[src/rtl/weight_addr_gen_pkg.sv]
// rtl/weight_addr_gen_pkg.sv - shared constants, state encoding and lane helper
// Purpose: widths, FSM states and the lane-slice helper used by the address
// generator, the address register file and its readers.
package weight_addr_gen_pkg;

  localparam int ADDR_W = 5;
  localparam int LANES  = 4;
  localparam int DIM_W  = ADDR_W + 1;
  // Kernel index compares need one more bit so kbase + LANES never wraps.
  localparam int KER_W  = DIM_W + 1;
  localparam int BUS_W  = LANES * ADDR_W;

  typedef enum logic [1:0] {
    ST_IDLE = 2'd0,
    ST_RUN  = 2'd1,
    ST_DONE = 2'd2
  } state_t;

  function automatic logic [ADDR_W-1:0] lane_slice(input logic [BUS_W-1:0] vec,
                                                   input int lane);
    return vec[lane*ADDR_W +: ADDR_W];
  endfunction

endpackage

[src/rtl/weight_addr_gen_if.sv]
// rtl/weight_addr_gen_if.sv - address beat handshake bundle
// Purpose: one beat of packed per-lane row/col/ker addresses plus lane mask.
// Ports: out_valid/row_out/col_out/ker_out/lane_mask from the generator,
//        out_ready from the consumer (register file write enable side).
interface weight_addr_gen_if;

  logic                                  out_valid;
  logic                                  out_ready;
  logic [weight_addr_gen_pkg::BUS_W-1:0] row_out;
  logic [weight_addr_gen_pkg::BUS_W-1:0] col_out;
  logic [weight_addr_gen_pkg::BUS_W-1:0] ker_out;
  logic [weight_addr_gen_pkg::LANES-1:0] lane_mask;

  modport master (
    output out_valid, row_out, col_out, ker_out, lane_mask,
    input  out_ready
  );

  modport slave (
    input  out_valid, row_out, col_out, ker_out, lane_mask,
    output out_ready
  );

endinterface

[src/rtl/weight_addr_gen_addr_loop_counter.sv]
// rtl/weight_addr_gen_addr_loop_counter.sv - nested col/row/kbase sweep counter
// Purpose: col innermost, then row, then kbase in steps of LANES.
// Ports: clock, reset (async active-low), clear (sync), step (advance one beat),
//        cfg_rows/cfg_cols/cfg_kers (latched dims), col/row/kbase, last.
module addr_loop_counter
  import weight_addr_gen_pkg::*;
(
  input  logic             clock,
  input  logic             reset,
  input  logic             clear,
  input  logic             step,
  input  logic [DIM_W-1:0] cfg_rows,
  input  logic [DIM_W-1:0] cfg_cols,
  input  logic [DIM_W-1:0] cfg_kers,
  output logic [DIM_W-1:0] col,
  output logic [DIM_W-1:0] row,
  output logic [KER_W-1:0] kbase,
  output logic             last
);

  logic col_last;
  logic row_last;
  logic ker_last;

  // Compare in KER_W bits so a dimension of 2^ADDR_W does not alias to 0.
  assign col_last = (KER_W'(col) + KER_W'(1)) == KER_W'(cfg_cols);
  assign row_last = (KER_W'(row) + KER_W'(1)) == KER_W'(cfg_rows);
  assign ker_last = (kbase + KER_W'(LANES)) >= KER_W'(cfg_kers);
  assign last     = col_last && row_last && ker_last;

  always_ff @(posedge clock or negedge reset) begin
    if (!reset) begin
      col   <= '0;
      row   <= '0;
      kbase <= '0;
    end else if (clear) begin
      col   <= '0;
      row   <= '0;
      kbase <= '0;
    end else if (step) begin
      if (col_last) begin
        col <= '0;
        if (row_last) begin
          row   <= '0;
          kbase <= kbase + KER_W'(LANES);
        end else begin
          row <= row + DIM_W'(1);
        end
      end else begin
        col <= col + DIM_W'(1);
      end
    end
  end

endmodule

[src/rtl/weight_addr_gen.sv]
// rtl/weight_addr_gen.sv - weight-fetch address stream generator
// Purpose: sweeps kernel x row x column space, emitting one beat of LANES
// addresses per accepted handshake, masking lanes past the last kernel.
// Ports: clock, reset (async active-low), start, cfg_rows/cfg_cols/cfg_kers,
//        bus (out_valid/out_ready/row_out/col_out/ker_out/lane_mask),
//        busy (high in RUN), done (one-cycle pulse at sweep end).
module weight_addr_gen
  import weight_addr_gen_pkg::*;
(
  input  logic              clock,
  input  logic              reset,
  input  logic              start,
  input  logic [DIM_W-1:0]  cfg_rows,
  input  logic [DIM_W-1:0]  cfg_cols,
  input  logic [DIM_W-1:0]  cfg_kers,
  weight_addr_gen_if.master bus,
  output logic              busy,
  output logic              done
);

  state_t           state;
  state_t           state_nxt;
  logic [DIM_W-1:0] rows_q;
  logic [DIM_W-1:0] cols_q;
  logic [DIM_W-1:0] kers_q;
  logic [DIM_W-1:0] col;
  logic [DIM_W-1:0] row;
  logic [KER_W-1:0] kbase;
  logic             last;
  logic             run;
  logic             load;
  logic             accept;
  logic             zero_dim;
  logic             unused_hi;

  assign run      = (state == ST_RUN);
  assign load     = (state == ST_IDLE) && start;
  assign accept   = run && bus.out_ready;
  assign zero_dim = (cfg_rows == '0) || (cfg_cols == '0) || (cfg_kers == '0);

  // Address counters never exceed 2^ADDR_W-1, so their top bit is dead.
  assign unused_hi = ^{row[DIM_W-1], col[DIM_W-1], rows_q[0]};

  addr_loop_counter u_loop (
    .clock    (clock),
    .reset    (reset),
    .clear    (load),
    .step     (accept),
    .cfg_rows (rows_q),
    .cfg_cols (cols_q),
    .cfg_kers (kers_q),
    .col      (col),
    .row      (row),
    .kbase    (kbase),
    .last     (last)
  );

  always_ff @(posedge clock or negedge reset) begin
    if (!reset) begin
      state <= ST_IDLE;
    end else begin
      state <= state_nxt;
    end
  end

  always_ff @(posedge clock or negedge reset) begin
    if (!reset) begin
      rows_q <= '0;
      cols_q <= '0;
      kers_q <= '0;
    end else if (load) begin
      rows_q <= cfg_rows;
      cols_q <= cfg_cols;
      kers_q <= cfg_kers;
    end
  end

  always_comb begin
    state_nxt = state;
    case (state)
      ST_IDLE: if (start) state_nxt = zero_dim ? ST_DONE : ST_RUN;
      ST_RUN:  if (accept && last) state_nxt = ST_DONE;
      ST_DONE: state_nxt = ST_IDLE;
      default: state_nxt = ST_IDLE;
    endcase
  end

  // Outputs decode from registered state only, so out_valid has no path
  // from out_ready.
  assign bus.out_valid = run;
  assign busy          = run;
  assign done          = (state == ST_DONE);

  always_comb begin
    logic [KER_W-1:0] ker_idx;
    ker_idx       = '0;
    bus.row_out   = '0;
    bus.col_out   = '0;
    bus.ker_out   = '0;
    bus.lane_mask = '0;
    if (run) begin
      for (int i = 0; i < LANES; i++) begin
        ker_idx = kbase + KER_W'(i);
        bus.row_out[i*ADDR_W +: ADDR_W] = row[ADDR_W-1:0];
        bus.col_out[i*ADDR_W +: ADDR_W] = col[ADDR_W-1:0];
        if (ker_idx < KER_W'(kers_q)) begin
          bus.lane_mask[i]                = 1'b1;
          bus.ker_out[i*ADDR_W +: ADDR_W] = ker_idx[ADDR_W-1:0];
        end
      end
    end
  end

endmodule

[src/flat_wrapper.sv]
// flat-port wrapper written by rule: the top's interface ports become plain ports
module weight_addr_gen_flat import weight_addr_gen_pkg::*;
  (clock, reset, start, cfg_rows, cfg_cols, cfg_kers, busy, done, bus_out_valid, bus_row_out, bus_col_out, bus_ker_out, bus_lane_mask, bus_out_ready);
  weight_addr_gen_if bus_i ();
  input  logic clock;
  input  logic reset;
  input  logic start;
  input  logic [DIM_W-1:0] cfg_rows;
  input  logic [DIM_W-1:0] cfg_cols;
  input  logic [DIM_W-1:0] cfg_kers;
  output logic busy;
  output logic done;
  output wire logic [$bits(bus_i.out_valid)-1:0] bus_out_valid;
  output wire logic [$bits(bus_i.row_out)-1:0] bus_row_out;
  output wire logic [$bits(bus_i.col_out)-1:0] bus_col_out;
  output wire logic [$bits(bus_i.ker_out)-1:0] bus_ker_out;
  output wire logic [$bits(bus_i.lane_mask)-1:0] bus_lane_mask;
  input wire logic [$bits(bus_i.out_ready)-1:0] bus_out_ready;
  assign bus_out_valid = bus_i.out_valid;
  assign bus_row_out = bus_i.row_out;
  assign bus_col_out = bus_i.col_out;
  assign bus_ker_out = bus_i.ker_out;
  assign bus_lane_mask = bus_i.lane_mask;
  assign bus_i.out_ready = bus_out_ready;
  weight_addr_gen u_core (.clock(clock), .reset(reset), .start(start), .cfg_rows(cfg_rows), .cfg_cols(cfg_cols), .cfg_kers(cfg_kers), .bus(bus_i), .busy(busy), .done(done));
endmodule
[config.mk]
export PLATFORM = sky130hd
export DESIGN_NAME = weight_addr_gen_flat
export DESIGN_NICKNAME = d
export VERILOG_FILES = /design/src/rtl/weight_addr_gen_pkg.sv /design/src/rtl/weight_addr_gen_if.sv /design/src/rtl/weight_addr_gen_addr_loop_counter.sv /design/src/rtl/weight_addr_gen.sv /design/src/flat_wrapper.sv
export SDC_FILE = /design/constraint.sdc
export NUM_CORES = 1
export LEC_CHECK = 0
export BUFFER_PORTS_ARGS = -buffer_cell sky130_fd_sc_hd__buf_2
export CAP_MARGIN = 20
export CELL_PAD_IN_SITES_DETAIL_PLACEMENT = 0
export CELL_PAD_IN_SITES_GLOBAL_PLACEMENT = 1
export CORE_MARGIN = 3
export CORE_UTILIZATION = 43
export DETAILED_ROUTE_END_ITERATION = 10
export GPL_TIMING_DRIVEN = 0
export PLACE_DENSITY_LB_ADDON = 0.05
export REMOVE_ABC_BUFFERS = 1
export SYNTH_ARGS = -nofsm -noshare
export SYNTH_HDL_FRONTEND = slang
export SYNTH_HIERARCHICAL = 1
export SYNTH_SLANG_ARGS = --single-unit
export TNS_END_PERCENT = 30
[constraint.sdc]
create_clock -name clock -period 5.2 [get_ports clock]
set_input_delay 1.04 -clock clock [delete_from_list [all_inputs] [get_ports clock]]
set_output_delay 1.04 -clock clock [all_outputs]
set_load 0.02 [all_outputs]
==> run_results.csv <==
group,metric,value,unit
clock_tree,insertion_delay,0.28,ns
clock_tree,clockBufferDepth,2,
yosys,async_flop_share,1.000,
power,total_power,1753,uW
yosys,synth_edf_count,0,
power,p_leak,0.001843,uW
setup_path,cp_num_buf_inv,1,
layout,diodes,0,
setup_path,slowest_delay,0.70,ns
clock_tree,post_cts_resize_count,0,
setup_path,start_kind,"flop",
sta,clock_skew,0.007941,ns
global_route,grt_max_degree,38,
setup_path,crit_path_end,"bus_ker_out[8]",
global_route,grt_use_met2,0.3318,
setup_path,crit_fanout,14,
place,hpwlAfterDp,6.111,mm
route,first_pass_iters,4,
place,portBuffers,84,
global_route,grt_util_met3,0.02526,
route,antenna_left,0,
layout,area_growth,10.08,%
global_route,grt_pass1_vias,2699,
floorplan,io_pins,89,
floorplan,rows,32,
sta,tns,0,ns
route,wl_per_cell,15.03,um
setup_path,cp-startpoint,"u_core/u_loop/kbase[4]",
yosys,syn_area,3450,um^2
clock_tree,ctsRootBufferMaster,"clkbuf_8",
status,status,"finished, final reports clean",
place,gp_congestion,0.7968,
power,power.density,461.7,nW/um^2
yosys,netlist.top_cell.by_area,"dfrtp_1",
sta,tightest_slew,0.8205,ns
place,place_inst,526,
sta,fin_crit_sh,0.6853,
layout,fin_util,0.4889,
sta,hold_viol,0,
yosys,synth_area_per_cell,8.960,um^2
sta,whs,0.5280,ns
layout,fin_cells,533,
setup_path,path_class,"reg -> out",
min_path,hold_class,"reg -> reg",
global_route,antenna_found_initial,0,
setup_path,end_kind,"output pin",
global_route,grt_busiest_layer,"met2",
yosys,synth_top_area_frac,0.2684,
power,ir_drop,0.0002399,V
floorplan,start_util,0.4441,
sta,fin_crit,3.563,ns
layout,drive_gt1_frac,0.2947,
route,vias_per_cell,5.336,
yosys,ys_seq_elements,37,
sta,rsz0062_at_grt,"no",
yosys,ys_top_cells_by_area,"dfrtp_1 27%, ha_1 11%, buf_4 7.8%",
sta,slew_violations,0,
clock_tree,htreeDepth,2,
global_route,grt_pass1_wl,13.03,mm
yosys,synth_warnings,6,
setup_path,cp_top_family,"flip-flops",
route,drt-total-wl,8.010,mm
route,vias,2844,
floorplan,die_w,95.57,um
route,drtIter0Drc,72,
clock_tree,ctsHoldBuffers,0,
floorplan,die_area,9133,um^2
setup_path,reg2reg_slack,2.13,ns
flow_run,maxCapViolCount,0,
sta,setup_viol,0,
clock_tree,cts_tree,"done",
setup_path,path_depth,7,
setup_path,worstPathRequired,4.16,ns
yosys,ys_types,61,
setup_path,r2r_start,"u_core/u_loop/col[0]",
global_route,overflow,0,
global_route,track_usage,0.1807,
clock_tree,cts_setup_buffers,0,
yosys,syn-instance-count,385,
sta,relSlewSlack,0.4530,
clock_tree,numCtsBuffers,5,
setup_path,rr_endpoint,"u_core/u_loop/kbase[6]",
global_route,grt_use_met1,0.2181,
setup_path,rr_worst_depth,7,
route,drc,0,
setup_path,worstPathCellList,"xnor2_1, ha_1, a21o_1, a211oi_2, o21ai_2, nor3b_1, buf_2",
clock_tree,clock_sinks,37,
yosys,synth-seq-area-share,0.2684,
sta,fmax,0.2806,GHz
yosys,synthFlopType,"dfrtp_1",
clock_tree,clk_pin_slew,0.07,ns
floorplan,die_height,95.57,um
layout,fin_nets,484,
floorplan,fp.coreArea,7767,um^2
setup_path,slowest_stage,"dfrtp_1",
setup_path,crit_arrival,2.52,ns
-- layout make-up --
cell class,count,area [um^2]
Tap cell,102,127.6
Clock buffer,7,86.33
Sequential cell,37,925.9
Timing Repair Buffer,86,462.9
Fill cell,779,3970
Multi-Input combinational cell,279,2112
Inverter,22,82.58
-- how the worst min path moves through the flow --
stage,endpoint,cells after the start,slack (ns),startpoint
2_1_floorplan,u_core/u_loop/col[5],1,0.49,u_core/u_loop/col[5]
3_3_place_gp,u_core/rows_q[3],1,0.51,u_core/rows_q[3]
3_5_place_dp,u_core/cols_q[0],1,0.52,u_core/cols_q[0]
4_1_cts,u_core/cols_q[0],1,0.53,u_core/cols_q[0]
5_1_grt,u_core/cols_q[0],1,0.55,u_core/cols_q[0]
6_report,u_core/cols_q[3],1,0.53,u_core/cols_q[3]
-- registers in the layout, indices dropped and copies added, names as in the netlist --
name                 cells
u_core/rows_q            6
u_core/u_loop/row        6
u_core/u_loop/kbase      5
u_core/kers_q            6
u_core/state             2
u_core/u_loop/col        6
u_core/cols_q            6
-- cell usage after synthesis, types with 5 or more instances --
cell type and count:
a21o_1 5, a21oi_1 31, a31oi_1 6, and2_1 11, and3_1 5, buf_4 36
clkbuf_1 7, dfrtp_1 37, ha_1 31, inv_1 22, mux2_2 14, nand2_1 23
nand3_1 20, nor2_1 11, nor3_1 7, nor3b_1 8, o21ai_0 14, or4_1 5
xnor2_1 18, xor2_1 10
-- per-stage QoR --
stage,area [um^2],setup WS (ns)
3_3_place_gp,3669,1.960
6_report,3797,1.637
2_1_floorplan,3120,1.989
5_1_grt,3797,1.488
3_5_place_dp,3711,1.971
4_1_cts,3797,1.633
-- layout by cell type (no fill, tap or decap), drive strengths merged, types with 14 or more instances in the layout --
cell type   n
inv        22
o21ai      17
buf        86
nand2      23
a21oi      31
mux2       14
nand3      22
xnor2      18
dfrtp      37
ha         31
-- logic make-up (layout without fill, tap and decap cells) --
| kind of cell | count (synthesis) | after routing | synth area share |
|---|---|---|---|
| buf+inv | 70 | 115 | 0.1204 |
| other cells | 1 | 2 | 0.001087 |
| mux | 15 | 15 | 0.04860 |
| flops | 37 | 37 | 0.2684 |
| simple gates | 119 | 119 | 0.2060 |
| compound gates | 84 | 84 | 0.1719 |
| fa+ha+maj | 31 | 31 | 0.1124 |
| xor+xnor | 28 | 28 | 0.07109 |
-- report_power, final --
part,switching (uW),leakage (uW),internal [uW]
combinational,657,0.00133,408
sequential,106,0.000469,384
clock,93.6,0.0000443,105
-- per-layer routing --
| metal | up-vias | wire (um) |
|---|---|---|
| met5 | - | 0 |
| met1 | 1354 | 3492 |
| met3 | 6 | 263 |
| li1 | 1434 | - |
| met2 | 50 | 4163 |
| met4 | 0 | 90 |
-- worst reg2reg max path, cell delays in order, from the launching register on --
cell      delay, ns
dfrtp_1        0.46
ha_1           0.31
nand3_1        0.17
o22ai_1        0.11
a211oi_1       0.53
nand4_1        0.64
or4_1          0.62
a21oi_1        0.16
No activity file was read; power rests on OpenSTA's default activity.
